File: src/rtl/param_sync_fifo.sv
// Parametrised single-clock FIFO with occupancy count, almost-full/almost-empty
// thresholds and sticky overflow/underflow flags. Registered read data, no bypass.
module param_sync_fifo #(
  parameter int DATA_W    = 16,
  parameter int ADDR_W    = 2,
  parameter int AFULL_TH  = 3,
  parameter int AEMPTY_TH = 1
) (
  input  logic              clk,
  input  logic              rst,
  input  logic              wr_en,
  input  logic [DATA_W-1:0] wr_data,
  input  logic              rd_en,
  input  logic              clr_err,
  output logic [DATA_W-1:0] rd_data,
  output logic              rd_valid,
  output logic [ADDR_W:0]   count,
  output logic              empty,
  output logic              full,
  output logic              almost_empty,
  output logic              almost_full,
  output logic              overflow,
  output logic              underflow
);

  localparam int DEPTH = 1 << ADDR_W;
  localparam int PTR_W = ADDR_W + 1;

  logic [DATA_W-1:0] mem_q [DEPTH];

  logic [PTR_W-1:0]  wr_ptr_q, wr_ptr_d;
  logic [PTR_W-1:0]  rd_ptr_q, rd_ptr_d;
  logic [PTR_W-1:0]  count_q, count_d;
  logic [DATA_W-1:0] rd_data_q, rd_data_d;
  logic              rd_valid_q, rd_valid_d;
  logic              overflow_q, overflow_d;
  logic              underflow_q, underflow_d;

  logic              empty_s, full_s;
  logic              wr_acc_s, rd_acc_s;

  // Full/empty come from the registered count only, so accept decisions never
  // see the current cycle's requests.
  assign empty_s  = (count_q == {PTR_W{1'b0}});
  assign full_s   = (count_q == PTR_W'(DEPTH));
  assign wr_acc_s = wr_en & ~full_s;
  assign rd_acc_s = rd_en & ~empty_s;

  // Next-state for pointers, count, read data and error flags.
  always_comb begin
    wr_ptr_d    = wr_ptr_q;
    rd_ptr_d    = rd_ptr_q;
    rd_data_d   = rd_data_q;
    rd_valid_d  = 1'b0;
    overflow_d  = overflow_q;
    underflow_d = underflow_q;

    if (wr_acc_s) begin
      wr_ptr_d = wr_ptr_q + PTR_W'(1);
    end else begin
      wr_ptr_d = wr_ptr_q;
    end

    if (rd_acc_s) begin
      rd_ptr_d   = rd_ptr_q + PTR_W'(1);
      rd_data_d  = mem_q[rd_ptr_q[ADDR_W-1:0]];
      rd_valid_d = 1'b1;
    end else begin
      rd_ptr_d   = rd_ptr_q;
      rd_data_d  = rd_data_q;
      rd_valid_d = 1'b0;
    end

    // Modulo subtraction; wrap bit separates full from empty.
    count_d = wr_ptr_d - rd_ptr_d;

    // A coincident error event beats the clear.
    if (wr_en & full_s) begin
      overflow_d = 1'b1;
    end else if (clr_err) begin
      overflow_d = 1'b0;
    end else begin
      overflow_d = overflow_q;
    end

    if (rd_en & empty_s) begin
      underflow_d = 1'b1;
    end else if (clr_err) begin
      underflow_d = 1'b0;
    end else begin
      underflow_d = underflow_q;
    end
  end

  // Control and status registers, asynchronously reset.
  always_ff @(posedge clk or posedge rst) begin
    if (rst) begin
      wr_ptr_q    <= {PTR_W{1'b0}};
      rd_ptr_q    <= {PTR_W{1'b0}};
      count_q     <= {PTR_W{1'b0}};
      rd_data_q   <= {DATA_W{1'b0}};
      rd_valid_q  <= 1'b0;
      overflow_q  <= 1'b0;
      underflow_q <= 1'b0;
    end else begin
      wr_ptr_q    <= wr_ptr_d;
      rd_ptr_q    <= rd_ptr_d;
      count_q     <= count_d;
      rd_data_q   <= rd_data_d;
      rd_valid_q  <= rd_valid_d;
      overflow_q  <= overflow_d;
      underflow_q <= underflow_d;
    end
  end

  // Storage array; deliberately not reset.
  always_ff @(posedge clk) begin
    if (wr_acc_s) begin
      mem_q[wr_ptr_q[ADDR_W-1:0]] <= wr_data;
    end
  end

  assign rd_data      = rd_data_q;
  assign rd_valid     = rd_valid_q;
  assign count        = count_q;
  assign empty        = empty_s;
  assign full         = full_s;
  assign almost_empty = (count_q <= PTR_W'(AEMPTY_TH));
  assign almost_full  = (count_q >= PTR_W'(AFULL_TH));
  assign overflow     = overflow_q;
  assign underflow    = underflow_q;

endmodule

File: config.mk
export PLATFORM = sky130hd
export DESIGN_NAME = param_sync_fifo
export DESIGN_NICKNAME = d
export VERILOG_FILES = /design/src/rtl/param_sync_fifo.sv
export SDC_FILE = /design/constraint.sdc
export NUM_CORES = 1
export LEC_CHECK = 0
export BUFFER_PORTS_ARGS = -buffer_cell sky130_fd_sc_hd__buf_2
export CAP_MARGIN = 20
export CORE_AREA = 2 2 88 90
export CTS_BUF_LIST = sky130_fd_sc_hd__clkbuf_2
export DETAILED_ROUTE_END_ITERATION = 8
export DIE_AREA = 0 0 90 92
export MAX_ROUTING_LAYER = met4
export PLACE_DENSITY = 0.76
export SLEW_MARGIN = 10
export SYNTH_ARGS = -nofsm -noshare
export SYNTH_HDL_FRONTEND = slang
export SYNTH_SLANG_ARGS = --single-unit
File: constraint.sdc
create_clock -name clk -period 5.3 [get_ports clk]
set_input_delay 0.795 -clock clk [delete_from_list [all_inputs] [get_ports clk]]
set_output_delay 0.795 -clock clk [all_outputs]
set_load 0.02 [all_outputs]
==> impl_metrics.ini, run 1 <==
[status]
run_status = complete, no violations

[timing]
finalClockSkew_ns = 0.0177
relSlewSlack_pct = 34.1
report.final.slew_viol_count = 0
tns_ns = 0
setup_repair_after_global_routing_missed_its_margin = no
tightestPinTransition_ns = 0.988
finalCriticalPeriod_ns = 2.63
clock.fmax_mhz = 380
min_period_over_period_pct = 49.6
finalSetupViolCount = 0
hold_viol_final = 0

[logic_synthesis]
netlist.top_cell.by_area = edfxtp_1
ys_seq_area_share_pct = 74.0
cells_after_synthesis = 201
synthMostInstantiatedCell = edfxtp_1
dominantRegCellSynth = edfxtp_1
yosys_warnings = 0
mappedNetlistArea_um2 = 3540
synthArstFlopShare_pct = 30.4
number_of_enable_flip_flop_cells_after_synthesis = 64
synth-seq-cells = 92
netlist-cell-type-count = 27
post_synth.cell_area_avg_um2 = 17.6
synth_top_cells_by_count = edfxtp_1, nand2_1, dfrtp_1
synthesis.nets = 229
synth_top_cells_by_area = edfxtp_1, dfrtp_1, mux4_2, nand2_1, ha_1
synth_largest_type_area_fraction_pct = 54.2

[run]
max_cap_check_violation_count = 0

[routing]
route.detailed.wl_per_inst_um = 16.0
finalWirelength_um = 5790
ant_nets = 0
detailedRoute.firstIterationViolations = 174
drt-vias-per-instance = 4.94
post-route-drc-count = 0
dr.pass1.iters = 4
num_vias = 1782

[cells_and_area]
sequential_cell_area_in_the_final_layout_um2 = 2620
antenna-diode-count = 0
flow.area_growth_from_synthesis_pct = 13.0
fillerInstances = 621
net_count_final = 282
summed_area_of_non_filler_cells_in_the_final_layout_um2 = 4010
multi_input_comb_area_um2 = 850
post_route_cells_drive_above_1_share_pct = 34.4

[power_and_ir_drop]
leakage_power_nw = 1.65
totalPowerFinal_mw = 2.21
switching_power_mw = 0.768
power.density_cell_area_nw_per_um2 = 551
cell_internal_pwr_mw = 1.44
power.ir.vdd_worst_uv = 219
p_sw_share_pct = 34.8
share_of_total_power_in_combinational_logic_pct = 36.5
relative_contribution_of_the_clock_network_to_total_power_pct = 12.4
seq_power_share_pct = 51.1

[clocking]
cts.htree.levels = 3
hold_buffers = 0
clk_root_buffer_cell = clkbuf_2
cts.repair_timing.setup_buffer_count = 0
cts.path.max_buffers = 2
cts.repair.resized = 0
tritoncts.num_buffers = 9
cts.sinks = 92
cts_tree = done
clock_network_latency_to_the_later_pin_of_the_worst_skew_pair_ns = 0.49
clk_pin_slew_ns = 0.22

[floorplanning]
std_cell_rows = 32
die_width_um = 90
boundaryPins = 47
core_area_um2 = 7450
chipHeight_um = 92
initial_cell_density_of_the_core_pct = 47.6
design.die.area_um2 = 8280

[grt]
grt.busiest_layer = met2
grt.met2_usage_pct = 24.2
global_route.usage.total_pct = 15.4
wire_length_of_the_first_global_routing_pass_um = 9160
global_route.usage.met3_pct = 2.71
grt_max_degree = 29
use_met1_pct = 19.2
grt_remaining_overflow = 0
grt_antenna_before_repair = 0
grt_pass1_vias = 1790

[placement]
place_congestion = 0.742
placed_area_um2 = 3870
dp_hpwl_um = 3680
place.port_buffers = 46

[worst_setup_path]
cell_at_the_slowest_stage_of_the_critical_path = dfrtp_1
worst_setup_path_end_kind = flop
startpoint_types = flop
cp_cell_sequence = o31ai_2, buf_4, inv_2, mux2i_1, fa_1, xnor3_1, xor3_1
worstSetupPathType = flop to flop
timing.critical_path.required_ns = 5.68
cp_slowest_stage_delay_ns = 0.50
path_max_fanout = 18
worstPathArrival_ns = 3.01
flop2flop_setup_slack_ns = 2.67

[hold_path]
holdCritPathClass = input port to asynchronous set/reset pin
-- power groups by stage --
stage	registers (mW)	clock network [mW]	logic (mW)
floorplan	1.18	0	0.519
CTS	1.15	0.282	0.773
global placement	1.16	0	0.751
finish	1.13	0.274	0.805
detailed placement	1.17	0	0.771
global route	1.15	0.310	0.881
-- state kept, by name, summed over array words and instances, names as in the netlist --
name	cells
rd_ptr_q	3
overflow	1
rd_valid	1
rd_data	16
underflow	1
count	3
mem_q	64
wr_ptr_q	3
-- layout by cell type, fill, tap and decap left out, types with 2 or more instances in the layout --
master and count:
xor2_1 2, ha_1 6, a22o_1 2, dfrtp_1 28, mux4_2 16, clkinv_2 2, xnor2_1 3, edfxtp_1 64
and3_2 3, buf_16 2, nand2_1 49, clkinv_1 2, clkbuf_2 13, buf_2 46, inv_1 7
-- final timing paths --
check	cells after the start	end	from
setup / recovery	7	count[2]	count[1]
hold / removal	2	rd_valid	rst
setup reg to reg	7	count[2]	count[1]
hold reg to reg	2	rd_data[2]	rd_data[2]
max in group asynchronous	3	count[0]	rst
min in group clk	2	rd_data[2]	rd_data[2]
-- worst max-delay path, delay by kind of cell, from the launching register on --
kind            cells  cell delay (ns)
xor+xnor            2             0.60
compound gates      1             0.26
mux                 1             0.20
flops               1             0.50
fa+ha+maj           1             0.47
buf+inv             2             0.49
-- cells by family (layout without fill, tap and decap cells) --
| family | after synthesis | after routing | synth area share (%) |
|---|---|---|---|
| mux | 18 | 18 | 10.8 |
| fa+ha+maj | 7 | 7 | 2.68 |
| compound gates | 5 | 5 | 1.41 |
| flops | 92 | 92 | 74.0 |
| xor+xnor | 7 | 7 | 2.54 |
| simple gates | 56 | 56 | 6.57 |
| buf+inv | 16 | 74 | 2.01 |
-- per-stage QoR --
step / cells / worst slack (ns) / hold slack (ns) / utilization [%]
5_1_grt: 361 / 2.52 / 0.196 / 53.8
6_report: 361 / 2.67 / 0.219 / 53.8
3_3_place_gp: 343 / 2.49 / 0.458 / 52.0
4_1_cts: 359 / 2.56 / 0.461 / 53.0
2_1_floorplan: 201 / 2.78 / 0.443 / -
3_5_place_dp: 343 / 2.40 / 0.462 / 52.0
-- layer usage --
metal	vias up	routed length [um]
met5	-	0
met4	0	131
met3	12	221
met2	44	2990
met1	889	2440
li1	837	-
-- area by class of cell --
| class | count | share of cell area, % |
|---|---|---|
| tap | 102 | 3.19 |
| multi-input combinational | 93 | 21.2 |
| inverter | 9 | 0.843 |
| sequential | 92 | 65.5 |
| timing repair buffer | 49 | 7.31 |
| clock inverter | 3 | 0.344 |
| clock buffer | 13 | 1.62 |
Note: power is estimated with default switching activity, not from simulation.
==> run 2: changes to the inputs <==
clock period = 2.6 ns   (was 5.3 ns; I/O delays follow)
==> run 2 against run 1 <==
Against the previous run:
- combinational power up 120%
- sequential power up 96%
- setup slack got worse by 2.5 ns
- total power up 110%
- highest routed layer unchanged
- via count is 1.8% higher
- utilization grew 0.50 points
==> impl_metrics.ini, run 2 (synthesis results as in run 1) <==
[worst_setup_path]
cell_at_the_slowest_stage_of_the_critical_path = dfrtp_2
worst_path_dominant_cell_family = XOR/XNOR gates
worstPathArrival_ns = 2.89
cp_cell_sequence = or3b_4, nand2_2, xnor2_1, ha_1, inv_1, fa_1, xnor3_1, xor3_1
worst_setup_path_end_kind = flop
startpoint_types = flop
path_max_fanout = 6
cp_num_buf_inv = 1
worstSetupPathType = flop to flop
cp_slowest_stage_delay_ns = 0.49
timing.critical_path.required_ns = 3.03

[floorplanning]
boundaryPins = 47
std_cell_rows = 32
die_width_um = 90
design.die.area_um2 = 8280
initial_cell_density_of_the_core_pct = 47.6
core_area_um2 = 7450
chipHeight_um = 92

[clocking]
cts.path.max_buffers = 2
tritoncts.num_buffers = 9
clk_root_buffer_cell = clkbuf_2
cts.sinks = 92
cts_tree = done
clock_network_latency_to_the_later_pin_of_the_worst_skew_pair_ns = 0.52
clk_pin_slew_ns = 0.22
cts.htree.levels = 3

[placement]
place.port_buffers = 46
dp_hpwl_um = 3840
placedCellCount = 350
place_congestion = 0.727
post-place-ws_ns = 0.107
placed_area_um2 = 3920

[power_and_ir_drop]
leakage_power_nw = 1.67
p_sw_share_pct = 35.0
power.density_cell_area_nw_per_um2 = 1130
share_of_total_power_in_combinational_logic_pct = 39.0
switching_power_mw = 1.59
relative_contribution_of_the_clock_network_to_total_power_pct = 12.4
seq_power_share_pct = 48.6
cell_internal_pwr_mw = 2.96
power.ir.vdd_worst_uv = 470

[timing]
whs_ns = 0.0648
relSlewSlack_pct = 66.8
finalCriticalPeriod_ns = 2.46
tns_ns = 0
min_period_over_period_pct = 94.6
clock.fmax_mhz = 407
finalSetupViolCount = 0
finalClockSkew_ns = 0.0198
hold_viol_final = 0
report.final.slew_viol_count = 0
final_critical_path_setup_slack_ns = 0.141
tightestPinTransition_ns = 0.498

[routing]
detailedRoute.firstIterationViolations = 104
finalWirelength_um = 5960
drt-vias-per-instance = 4.92
ant_nets = 0
dr.pass1.iters = 4
num_vias = 1814
route.detailed.wl_per_inst_um = 16.1
post-route-drc-count = 0

[cells_and_area]
summed_area_of_non_filler_cells_in_the_final_layout_um2 = 4040
fillerInstances = 624
max_reg_flops = 64
net_count_final = 290
mostFrequentLayoutCells = edfxtp_1, nand2_1, buf_2, dfrtp_1, mux4_2
antenna-diode-count = 0
finalNonFillerCells = 369
flow.area_growth_from_synthesis_pct = 14.1
post_route_cells_drive_above_1_share_pct = 36.7
layout.cells.most_common = edfxtp_1

[grt]
grt_antenna_before_repair = 0
wire_length_of_the_first_global_routing_pass_um = 9360
grt_max_degree = 29
grt_pass1_vias = 1870
grt_remaining_overflow = 0
global_route.usage.total_pct = 15.7

[hold_path]
holdCritPathClass = input port to flop

[status]
run_status = complete, no violations

[run]
max_cap_check_violation_count = 0
[run 2: path summary, 6_finish.rpt]
path / from / end / slack, ns / cells past startpoint
worst max-delay path: count[1] / count[2] / 0.14 / 8
worst min-delay path: wr_data[1] / mem_q[0][1] / 0.06 / 1
worst max register to register: count[1] / count[2] / 0.14 / 8
worst min register to register: wr_ptr_q[2] / wr_ptr_q[2] / 0.49 / 1
max in group asynchronous: rst / count[1] / 1.87 / 4
min in group asynchronous: rst / wr_ptr_q[0] / 0.45 / 4
[run 2: power by group through the flow]
stage	Combinational [mW]	Sequential, mW	Clock [mW]
final	1.78	2.21	0.565
after detailed placement	1.75	2.25	0
after global placement	1.73	2.23	0
after global routing	1.95	2.25	0.635
after floorplan	1.06	2.40	0
after CTS	1.76	2.22	0.582
[run 2: repair_timing]
action,in CTS,in global routing
hold buffers,1,0
endpoints found under the hold margin,28,0
resized for setup,0,4
endpoints found under the setup margin,0,1
setup buffers,0,2
[run 2: final cells by class]
| cell class | count | area, um2 | share of cell area (%) |
|---|---|---|---|
| Multi-Input combinational cell | 93 | 861 | 21.3 |
| Sequential cell | 92 | 2630 | 64.9 |
| Tap cell | 102 | 128 | 3.16 |
| Timing Repair Buffer | 57 | 315 | 7.80 |
| Clock inverter | 3 | 15.0 | 0.371 |
| Clock buffer | 13 | 65.1 | 1.61 |
| Inverter | 9 | 33.8 | 0.836 |
[run 2: per-stage QoR]
stage,total power [mW],util (%)
after global routing,4.84,54.3
after CTS,4.56,53.9
after detailed placement,4.01,52.7
after global placement,3.96,52.7
final,4.55,54.3
after floorplan,3.46,-
[run 2: layer usage]
layer | vias to the layer above | part of all wire, % | GRT usage, %
met5 | - | 0 | -
li1 | 855 | - | -
met3 | 10 | 4.4 | 4.35
met2 | 40 | 52 | 25.8
met4 | 0 | 1.8 | 6.54
met1 | 909 | 42 | 18.6
[run 2: worst register-to-register path, stage by stage, from the launching register on]
cell     delay, ns
dfrtp_2       0.49
or3b_4        0.44
nand2_2       0.12
xnor2_1       0.13
ha_1          0.17
inv_1         0.06
fa_1          0.38
xnor3_1       0.38
xor3_1        0.21
==> run 3: changes to the inputs <==
--- a/config.mk
+++ b/config.mk
@@ -9,8 +9,7 @@
 export CAP_MARGIN = 20
-export CORE_AREA = 2 2 88 90
+export CORE_AREA = 2 2 81 83
 export CTS_BUF_LIST = sky130_fd_sc_hd__clkbuf_2
 export DETAILED_ROUTE_END_ITERATION = 8
-export DIE_AREA = 0 0 90 92
-export MAX_ROUTING_LAYER = met4
-export PLACE_DENSITY = 0.76
+export DIE_AREA = 0 0 83 85
+export PLACE_DENSITY = 0.87
 export SLEW_MARGIN = 10
==> constraint.sdc (replaced) <==
create_clock -name clk -period 2.6 [get_ports clk]
set_input_delay 0.26 -clock clk [delete_from_list [all_inputs] [get_ports clk]]
set_output_delay 0.26 -clock clk [all_outputs]
set_load 0.02 [all_outputs]
==> run 3 against run 2 <==
Against the previous run:
- sequential cell count is the same
- cell count shrank 2.4%
- design area grew 3.7%
- global-route usage grew 2.7 points
- worst hold slack lost 0.00079 ns
- non-clock buffer count grew 16
- register-to-register slack lost 0.04 ns
- critical path depth shrank 2
- clock skew grew 0.0095 ns
==> impl_metrics.ini, run 3 (synthesis results as in run 1) <==
[timing]
final_critical_path_setup_slack_ns = 0.101
hold_viol_final = 0
finalCriticalPeriod_ns = 2.50
tns_ns = 0
whs_ns = 0.0640
clock.fmax_mhz = 400
tightestPinTransition_ns = 0.460
finalSetupViolCount = 0
relSlewSlack_pct = 69.3
report.final.slew_viol_count = 0
setup_repair_after_global_routing_missed_its_margin = no
min_period_over_period_pct = 96.1
finalClockSkew_ns = 0.0293

[routing]
ant_nets = 0
finalWirelength_um = 6040
drt-vias-per-instance = 5.23
dr.pass1.iters = 4
num_vias = 1882
post-route-drc-count = 0
detailedRoute.firstIterationViolations = 144
route.detailed.wl_per_inst_um = 16.8

[clocking]
cts.repair.resized = 0
clk_pin_slew_ns = 0.21
clock_network_latency_to_the_later_pin_of_the_worst_skew_pair_ns = 0.51
cts.path.max_buffers = 2
tritoncts.num_buffers = 9
cts.sinks = 92
cts.repair_timing.setup_buffer_count = 0
cts_tree = done
clk_root_buffer_cell = clkbuf_2
cts.htree.levels = 3

[grt]
grt_antenna_before_repair = 0
grt_max_degree = 22
wire_length_of_the_first_global_routing_pass_um = 9760
global_route.usage.total_pct = 18.5
grt_remaining_overflow = 0
grt_pass1_vias = 1966

[worst_setup_path]
path_max_fanout = 7
startpoint_types = flop
worstSetupPathType = flop to flop
crit_path_start = count[1]
worst_setup_path_end_kind = flop
worstPathArrival_ns = 2.91
timing.critical_path.required_ns = 3.01
crit_reg_reg_startpoint = count[1]

[floorplanning]
design.die.area_um2 = 7060
boundaryPins = 47
die_width_um = 83
chipHeight_um = 85
std_cell_rows = 29
core_area_um2 = 6200
initial_cell_density_of_the_core_pct = 57.1

[cells_and_area]
fillerInstances = 421
post_route_cells_drive_above_1_share_pct = 33.2
final_core_utilization_pct = 67.6
summed_area_of_non_filler_cells_in_the_final_layout_um2 = 4190
finalNonFillerCells = 360
flow.area_growth_from_synthesis_pct = 18.3
max_reg_flops = 64
antenna-diode-count = 0
sequential_cell_area_in_the_final_layout_um2 = 2620
net_count_final = 306
layout.cells.most_common = edfxtp_1
mostFrequentLayoutCells = edfxtp_1, nand2_1, buf_2, dfrtp_1, dlygate4sd3_1
multi_input_comb_area_um2 = 850

[placement]
place_congestion = 0.811
placed_area_um2 = 3890
placedCellCount = 325
post-place-ws_ns = 0.107
dp_hpwl_um = 3820
place.port_buffers = 46

[status]
run_status = complete, no violations

[run]
max_cap_check_violation_count = 0

[power_and_ir_drop]
leakage_power_nw = 1.75
power.density_cell_area_nw_per_um2 = 1100
totalPowerFinal_mw = 4.62
power.ir.vdd_worst_uv = 709

[hold_path]
holdCritPathClass = input port to flop
holdCritStartpoint = clr_err
==> run 3: cell count changes in the layout (fill, tap and decap cells not counted), sizes merged <==
cell / previous run / this run
buf: 56 / 54
dlygate4sd3: 1 / 19
clkbuf: 13 / 12
bufinv: 0 / 1
==> run 3: routing by layer <==
metal / track usage (%) / wire length (um)
met5: 0 / 0
met4: 8.64 / 95
met3: 3.89 / 223
met2: 30.5 / 3110
met1: 23.9 / 2600
==> run 3: final timing paths <==
path / endpoint / slack, ns / cells past startpoint
max: count[2] / 0.10 / 6
min: overflow / 0.06 / 3
max reg2reg: count[2] / 0.10 / 6
min reg2reg: rd_data[2] / 0.50 / 2
max in group asynchronous: rd_data[5] / 1.80 / 4
min in group asynchronous: rd_valid / 0.18 / 3
==> run 3: final cells by class <==
| cell class | count | share of cell area, % |
|---|---|---|
| sequential | 92 | 62.5 |
| multi-input combinational | 93 | 20.3 |
| timing repair buffer | 73 | 11.5 |
| tap | 77 | 2.30 |
| clock buffer | 12 | 1.43 |
| clock inverter | 4 | 1.19 |
| inverter | 9 | 0.806 |
==> run 3: worst max-delay path, cell delays in order, from the launching register on <==
cell and delay [ns]:
dfrtp_1 0.49, or3b_4 0.45, nand2_1 0.15, mux2_2 0.38, fa_1 0.37, xnor3_1 0.38
xor3_1 0.21
==> run 3: power by group <==
part	switching (mW)	leakage (nW)	internal [mW]
registers	0.186	0.926	2.01
logic	0.954	0.756	0.787
clock network	0.446	0.0698	0.233
==> run 3: timing repair <==
action	in CTS	in global routing
setup endpoints to repair	0	0
hold buffers	19	0
endpoints found under the hold margin	76	0
